$ cat src/rtl/dmem_responder_pkg.sv
`default_nettype none
// ============================================================================
// Module   : dmem_responder_pkg
// Brief    : Shared funct3 size codes, FSM encoding and data width.
// Revision : 1.0 - initial release
// ============================================================================
package dmem_responder_pkg;

  localparam int DATA_W = 32;

  localparam logic [2:0] c_F3_B  = 3'b000;
  localparam logic [2:0] c_F3_H  = 3'b001;
  localparam logic [2:0] c_F3_W  = 3'b010;
  localparam logic [2:0] c_F3_BU = 3'b100;
  localparam logic [2:0] c_F3_HU = 3'b101;

  typedef enum logic [1:0] {
    ST_IDLE = 2'd0,
    ST_BUSY = 2'd1,
    ST_RESP = 2'd2
  } state_e;

endpackage
`default_nettype wire

$ cat src/rtl/dmem_lane_align.sv
`default_nettype none
// ============================================================================
// Module   : dmem_lane_align
// Brief    : Combinational byte-lane steering for stores and load extraction.
// Revision : 1.0 - initial release
// ============================================================================
module dmem_lane_align
  import dmem_responder_pkg::*;
(
  input  logic              write_i,
  input  logic [2:0]        size_i,
  input  logic [1:0]        addr_i,
  input  logic [DATA_W-1:0] wdata_i,
  input  logic [DATA_W-1:0] rdword_i,
  output logic [3:0]        be_o,
  output logic [DATA_W-1:0] wdata_o,
  output logic [DATA_W-1:0] rdata_o,
  output logic              err_o
);

  logic [7:0]  w_byte;
  logic [15:0] w_half;
  logic        w_err;

  assign w_byte = rdword_i[{addr_i, 3'b000} +: 8];
  assign w_half = addr_i[1] ? rdword_i[31:16] : rdword_i[15:0];
  assign err_o  = w_err;

  always_comb begin
    be_o    = '0;
    wdata_o = '0;
    rdata_o = '0;
    w_err   = 1'b0;
    case (size_i)
      c_F3_B: begin
        be_o    = 4'b0001 << addr_i;
        wdata_o = {4{wdata_i[7:0]}};
        rdata_o = {{24{w_byte[7]}}, w_byte};
      end
      c_F3_H: begin
        w_err   = addr_i[0];
        be_o    = addr_i[1] ? 4'b1100 : 4'b0011;
        wdata_o = {2{wdata_i[15:0]}};
        rdata_o = {{16{w_half[15]}}, w_half};
      end
      c_F3_W: begin
        w_err   = |addr_i;
        be_o    = 4'b1111;
        wdata_o = wdata_i;
        rdata_o = rdword_i;
      end
      // Unsigned forms exist only for loads.
      c_F3_BU: begin
        w_err   = write_i;
        rdata_o = {24'b0, w_byte};
      end
      c_F3_HU: begin
        w_err   = write_i | addr_i[0];
        rdata_o = {16'b0, w_half};
      end
      default: w_err = 1'b1;
    endcase
    if (w_err) begin
      be_o    = '0;
      rdata_o = '0;
    end
  end

endmodule
`default_nettype wire

$ cat src/rtl/dmem_responder.sv
`default_nettype none
// ============================================================================
// Module   : dmem_responder
// Brief    : Fixed-latency data-memory responder with pipeline stall and
//            RV32I byte/half/word access handling.
// Revision : 1.0 - initial release
// ============================================================================
module dmem_responder
  import dmem_responder_pkg::*;
#(
  parameter int DEPTH_WORDS = 64,
  parameter int LATENCY     = 2
) (
  input  logic              clk,
  input  logic              rst,
  input  logic              req_valid_i,
  input  logic              req_write_i,
  input  logic [31:0]       req_addr_i,
  input  logic [DATA_W-1:0] req_wdata_i,
  input  logic [2:0]        req_size_i,
  output logic              req_ready_o,
  output logic              rsp_valid_o,
  output logic [DATA_W-1:0] rsp_rdata_o,
  output logic              rsp_err_o,
  output logic              stall_o
);

  localparam int         c_IDX_W    = $clog2(DEPTH_WORDS);
  localparam logic [3:0] c_CNT_INIT = 4'(LATENCY - 1);

  state_e                state_q, state_d;
  logic [3:0]            cnt_q, cnt_d;
  logic                  write_q;
  logic [c_IDX_W+1:0]    addr_q;
  logic [DATA_W-1:0]     wdata_q;
  logic [2:0]            size_q;
  logic                  rsp_valid_q, rsp_err_q;
  logic [DATA_W-1:0]     rsp_rdata_q;
  logic [DATA_W-1:0]     mem_q [DEPTH_WORDS];

  logic                  w_accept, w_perform;
  logic                  w_acc_write;
  logic [c_IDX_W+1:0]    w_acc_addr;
  logic [DATA_W-1:0]     w_acc_wdata;
  logic [2:0]            w_acc_size;
  logic [c_IDX_W-1:0]    w_idx;
  logic [DATA_W-1:0]     w_rdword, w_st_word, w_ld_data, w_merged;
  logic [3:0]            w_be;
  logic                  w_err;
  logic                  w_unused_addr;

  assign w_unused_addr = ^req_addr_i[31:c_IDX_W+2];

  // With single-cycle latency the access happens on the acceptance edge,
  // so it must use the live request rather than the latched copy.
  assign w_acc_write = (LATENCY == 1) ? req_write_i                 : write_q;
  assign w_acc_addr  = (LATENCY == 1) ? req_addr_i[c_IDX_W+1:0]     : addr_q;
  assign w_acc_wdata = (LATENCY == 1) ? req_wdata_i                 : wdata_q;
  assign w_acc_size  = (LATENCY == 1) ? req_size_i                  : size_q;
  assign w_idx       = w_acc_addr[c_IDX_W+1:2];
  assign w_rdword    = mem_q[w_idx];

  dmem_lane_align u_align (
    .write_i  (w_acc_write),
    .size_i   (w_acc_size),
    .addr_i   (w_acc_addr[1:0]),
    .wdata_i  (w_acc_wdata),
    .rdword_i (w_rdword),
    .be_o     (w_be),
    .wdata_o  (w_st_word),
    .rdata_o  (w_ld_data),
    .err_o    (w_err)
  );

  for (genvar b = 0; b < 4; b++) begin : g_lane
    assign w_merged[8*b +: 8] = w_be[b] ? w_st_word[8*b +: 8] : w_rdword[8*b +: 8];
  end

  always_comb begin
    state_d   = state_q;
    cnt_d     = cnt_q;
    w_accept  = 1'b0;
    w_perform = 1'b0;
    case (state_q)
      ST_IDLE: begin
        if (req_valid_i) begin
          w_accept = 1'b1;
          if (LATENCY == 1) begin
            state_d   = ST_RESP;
            w_perform = 1'b1;
          end else begin
            state_d = ST_BUSY;
            cnt_d   = c_CNT_INIT;
          end
        end
      end
      ST_BUSY: begin
        cnt_d = cnt_q - 4'd1;
        if (cnt_q == 4'd1) begin
          state_d   = ST_RESP;
          w_perform = 1'b1;
        end
      end
      ST_RESP: state_d = ST_IDLE;
      default: state_d = ST_IDLE;
    endcase
  end

  always_ff @(posedge clk) begin
    if (rst) begin
      state_q     <= ST_IDLE;
      cnt_q       <= '0;
      write_q     <= 1'b0;
      addr_q      <= '0;
      wdata_q     <= '0;
      size_q      <= '0;
      rsp_valid_q <= 1'b0;
      rsp_rdata_q <= '0;
      rsp_err_q   <= 1'b0;
    end else begin
      state_q     <= state_d;
      cnt_q       <= cnt_d;
      rsp_valid_q <= (state_d == ST_RESP);
      if (w_accept) begin
        write_q <= req_write_i;
        addr_q  <= req_addr_i[c_IDX_W+1:0];
        wdata_q <= req_wdata_i;
        size_q  <= req_size_i;
      end
      if (w_perform) begin
        rsp_rdata_q <= w_acc_write ? '0 : w_ld_data;
        rsp_err_q   <= w_err;
      end
    end
  end

  // Storage is deliberately outside the reset domain; rst only blocks a
  // store that has not yet been performed.
  always_ff @(posedge clk) begin
    if (!rst && w_perform && w_acc_write && (|w_be)) begin
      mem_q[w_idx] <= w_merged;
    end
  end

  assign req_ready_o = (state_q == ST_IDLE);
  assign stall_o     = ((state_q == ST_IDLE) && req_valid_i) || (state_q == ST_BUSY);
  assign rsp_valid_o = rsp_valid_q;
  assign rsp_rdata_o = rsp_rdata_q;
  assign rsp_err_o   = rsp_err_q;

endmodule
`default_nettype wire
$ cat config.mk
export PLATFORM = sky130hd
export DESIGN_NAME = dmem_responder
export DESIGN_NICKNAME = d
export VERILOG_FILES = /design/src/rtl/dmem_responder_pkg.sv /design/src/rtl/dmem_lane_align.sv /design/src/rtl/dmem_responder.sv
export SDC_FILE = /design/constraint.sdc
export NUM_CORES = 2
export LEC_CHECK = 0
export BUFFER_PORTS_ARGS = -buffer_cell sky130_fd_sc_hd__buf_2
export CAP_MARGIN = 20
export CORE_ASPECT_RATIO = 1.1
export CORE_MARGIN = 5
export CORE_UTILIZATION = 25
export CTS_BUF_LIST = sky130_fd_sc_hd__clkbuf_4 sky130_fd_sc_hd__clkbuf_8
export DETAILED_ROUTE_END_ITERATION = 8
export MAX_ROUTING_LAYER = met4
export PLACE_DENSITY_LB_ADDON = 0.25
export SYNTH_ARGS = -nofsm -noshare
export SYNTH_HDL_FRONTEND = slang
export SYNTH_SLANG_ARGS = --single-unit
$ cat constraint.sdc
create_clock -name clk -period 7.95 [get_ports clk]
set_input_delay 0.3975 -clock clk [delete_from_list [all_inputs] [get_ports clk]]
set_output_delay 0.3975 -clock clk [all_outputs]
set_load 0.02 [all_outputs]
==> impl_results.rst <==
.. list-table::
   :header-rows: 1

   * - Metric
     - Value
   * - Net count after synthesis
     - 4174
   * - Synth area leaders
     - sky130_fd_sc_hd__edfxtp_1, sky130_fd_sc_hd__mux4_2, sky130_fd_sc_hd__dfxtp_1, sky130_fd_sc_hd__mux2i_1, sky130_fd_sc_hd__a22oi_1
   * - Number of max-slew violations in the final report
     - 0
   * - Post-CTS setup buffers
     - 0
   * - Area of the mapped netlist
     - 83230 sq um
   * - Buffer and inverter count on the worst path
     - 2
   * - Initial core utilization
     - 25.07%
   * - Clk buf depth
     - 4
   * - Clock period minus final worst setup slack
     - 5535 ps
   * - Area of the multi-input gates
     - 19190 sq um
   * - Count of flip-flops with a built-in enable after synthesis
     - 2048
   * - Post-Synthesis Cells
     - 4101
   * - Synth cell types
     - 71
   * - Post-Layout Inst Area
     - 97690 sq um
   * - Detailed-router iteration count before antenna repair
     - 6
   * - Reported max-cap violation count
     - 0
   * - Synth-to-layout area growth
     - 17.38%
   * - Proportion of layout cells with a drive suffix above 1
     - 30.24%
   * - Skew final
     - 76.05 ps
   * - DRC violations left
     - 0
   * - Cell Rows
     - 222
   * - Area share of the largest cell type after synthesis
     - 73.89%
   * - Maximum vdd ir drop
     - 0.1646 mV
   * - Leakage power
     - 0.02966 uW
   * - Pin count of the biggest net entering global routing
     - 96
   * - Total I/O pin count
     - 107
   * - Wire length of the first global-routing pass
     - 354600 um
   * - Total negative slack for setup checks
     - 0 ps
   * - Via count
     - 43370
   * - Depth of the critical timing path with buffers and inverters included
     - 9
   * - Flip-flop and latch count after synthesis
     - 2138
   * - Worst Tran Pin Value
     - 1225 ps
   * - Filler Cells Inserted
     - 32480
   * - Quantity of I/O buffers inserted on ports
     - 82
   * - Routed wire length
     - 254600 um
   * - Most frequent standard cell in the layout excluding fill and tap cells
     - sky130_fd_sc_hd__edfxtp_1
   * - GPL Wtd Cong
     - 0.8381
   * - Number of global-route vias before repair
     - 45190
   * - Setup slack on the worst flop-to-flop path
     - 2420 ps
   * - Proportion of synthesized chip area in sequential cells
     - 76.06%
   * - CTS root buffer
     - sky130_fd_sc_hd__clkbuf_8
   * - List of cells traversed by the critical path
     - nor3b_4, a21oi_1, nor3_2, buf_4, o311ai_1, nor2_1, nand3_1, nor2_4, buf_4
   * - Clock-pin slew of the registers on the worst-case setup and hold paths
     - 70 ps
   * - DRT antenna net count
     - 0
   * - Most frequent cells in the layout
     - sky130_fd_sc_hd__edfxtp_1, sky130_fd_sc_hd__mux4_2, sky130_fd_sc_hd__clkbuf_8
   * - Timing endpoint of the critical path
     - mem_q[14][25]
   * - Setup crit start kind
     - flip-flop
   * - Overflow left after global routing
     - 0
   * - Arrival time worst endpoint
     - 6210 ps
   * - Total setup violations reported at the end of the flow
     - 0
   * - Most used cell along the critical path
     - sky130_fd_sc_hd__buf_4
   * - GR Util All Layers
     - 14.82%
   * - Nets
     - 4627
   * - FF-to-FF Start
     - size_q[1]
   * - Count of hold buffers inserted by post-cts repair
     - 64
   * - Instance area at placement
     - 89900 sq um
   * - Endpoint class of the critical path
     - flip-flop
   * - Worst Min Path Start
     - req_addr_i[2]
   * - Chip height
     - 615.2 um
   * - Placed wire-length estimate
     - 147800 um
   * - Final number of hold-violating endpoints
     - 0
   * - Crit Path Category
     - flip-flop to flip-flop
   * - Beginning of the critical path
     - size_q[1]
   * - Register-to-Register Path Depth
     - 9
   * - Initial DRC count
     - 4163
   * - Result of the run
     - completed
   * - Number of cells upsized or downsized after cts
     - 0
   * - RSZ-0062 raised after global routing
     - no
   * - Number of buffers created by CTS
     - 371
   * - Die Span X
     - 560.1 um
   * - Cell with the largest stage delay on the worst path
     - sky130_fd_sc_hd__nor2_4
   * - CTS tree
     - built
   * - Peak clock frequency supported by timing
     - 0.1807 GHz
   * - Vias per cell
     - 4.710
   * - Endpoint of the worst-slack reg-to-reg timing path
     - mem_q[14][25]
   * - Type of the tightest min-delay check
     - input pin to flip-flop
   * - Clock H-tree levels
     - 5
   * - Top Family by Delay on Critical Path
     - simple AND/OR/NAND/NOR gates
   * - Insertion delay to the later sink of the worst-skew pair
     - 1080 ps
   * - Core region area
     - 331900 sq um
   * - Synth Warn #
     - 0
   * - Proportion of synthesized flip-flops having asynchronous set or reset
     - 0%
   * - Main flop type after synthesis
     - sky130_fd_sc_hd__edfxtp_1
   * - Clk sinks
     - 2138
   * - Period Utilization, post-route
     - 69.62%
   * - Power density over cell area
     - 261.2 nW/um^2
   * - Area of the die
     - 344600 sq um
   * - Number of antenna violations at the first check in global routing
     - 16
   * - FF+latch area
     - 63320 sq um
   * - Biggest fanout along the worst timing path
     - 23
   * - Mean routed wirelength per cell
     - 27.65 um
   * - Dominant cell type by area after synthesis
     - sky130_fd_sc_hd__edfxtp_1
   * - Crit path required time
     - 8620 ps
   * - Stage delay of the slowest cell on the critical path
     - 1120 ps
   * - Synthesized area divided by synthesized cell count
     - 20.30 sq um
   * - Slew margin rel.
     - 18.17%
-- worst reg2reg max path, delay by kind of cell (launching register included) --
family	cells	cell delay, ps
AOI/OAI and AO/OA	2	510
and+or+nand+nor	5	2930
buffers and inverters	2	740
DFF	1	950
-- cell usage after synthesis (all sizes together) (6+ instances only) --
cell / instances
a2111oi: 8
a211oi: 25
a21boi: 12
a21o: 16
a21oi: 119
a221oi: 45
a222oi: 7
a22o: 22
a22oi: 154
a311oi: 26
a31oi: 15
and2: 9
and3: 6
buf: 162
clkbuf: 88
dfxtp: 90
edfxtp: 2048
inv: 9
mux2: 55
mux2i: 165
mux4: 440
nand2: 197
nand2b: 17
nand3: 16
nand3b: 12
nor2: 133
nor2b: 19
nor3: 11
nor3b: 10
o2111ai: 7
o211ai: 10
o21ai: 47
o221ai: 11
o22ai: 45
o31a: 7
or2: 7
-- through the flow --
step / cells / power [uW] / setup WS, ps / utilization [%] / hold slack (ps)
floorplan: 4101 / 14810 / 3118 / - / 436.0
global placement: 8479 / 15980 / 2316 / 27.08 / 464.2
detailed placement: 8480 / 16050 / 2252 / 27.08 / 465.8
CTS: 9197 / 25800 / 2236 / 29.40 / 57.12
global route: 9204 / 26480 / 2143 / 29.43 / 124.0
finish: 9207 / 25520 / 2415 / 29.43 / 184.9
-- flip-flops by register name, indices dropped and copies added, names as in the netlist, named ones only --
signal,cells
state_q,2
rsp_rdata_o,32
addr_q,8
w_acc_write,1
rsp_err_o,1
w_acc_wdata,32
cnt_q,4
size_q,3
rsp_valid_o,1
mem_q,2048
-- logic make-up after synthesis --
logic type,count (synthesis),share of synthesized area (%)
and+or+nand+nor,451,2.425
DFF,2138,76.06
adders and majority gates,2,0.03006
buffers and inverters,260,1.842
muxes,660,14.65
AOI/OAI and AO/OA,590,5.000
-- how the worst min path moves through the flow --
stage | end | depth (start not counted)
after detailed placement | w_acc_wdata[28] | 2
final | flip-flop | 4
after floorplan | w_acc_wdata[24] | 2
after global placement | w_acc_wdata[21] | 2
after global routing | flip-flop | 4
after CTS | w_acc_wdata[4] | 4
-- layout make-up --
type / instances / share of cell area [%]
Antenna cell: 5 / 0.01281
Clock buffer: 533 / 6.568
Clock inverter: 120 / 0.6442
Inverter: 10 / 0.03842
Multi-Input combinational cell: 1703 / 19.64
Sequential cell: 2138 / 64.81
Tap cell: 4368 / 5.594
Timing Repair Buffer: 330 / 2.688
-- power breakdown --
group | internal, uW | switching (uW) | leakage [uW]
sequential | 13100 | 86.9 | 0.0192
combinational | 684 | 1930 | 0.00669
clock | 5290 | 4390 | 0.00376
total | 19100 | 6410 | 0.0297
-- per-layer routing --
metal  GRT usage [%]  share of wire [%]  routed length (um)
met4           3.956                2.3                5878
met5               -                  0                   0
met3           2.288                5.0               12660
met1           19.03                 43              109700
met2           24.54                 50              126400
No activity file was read; power rests on OpenSTA's default activity.
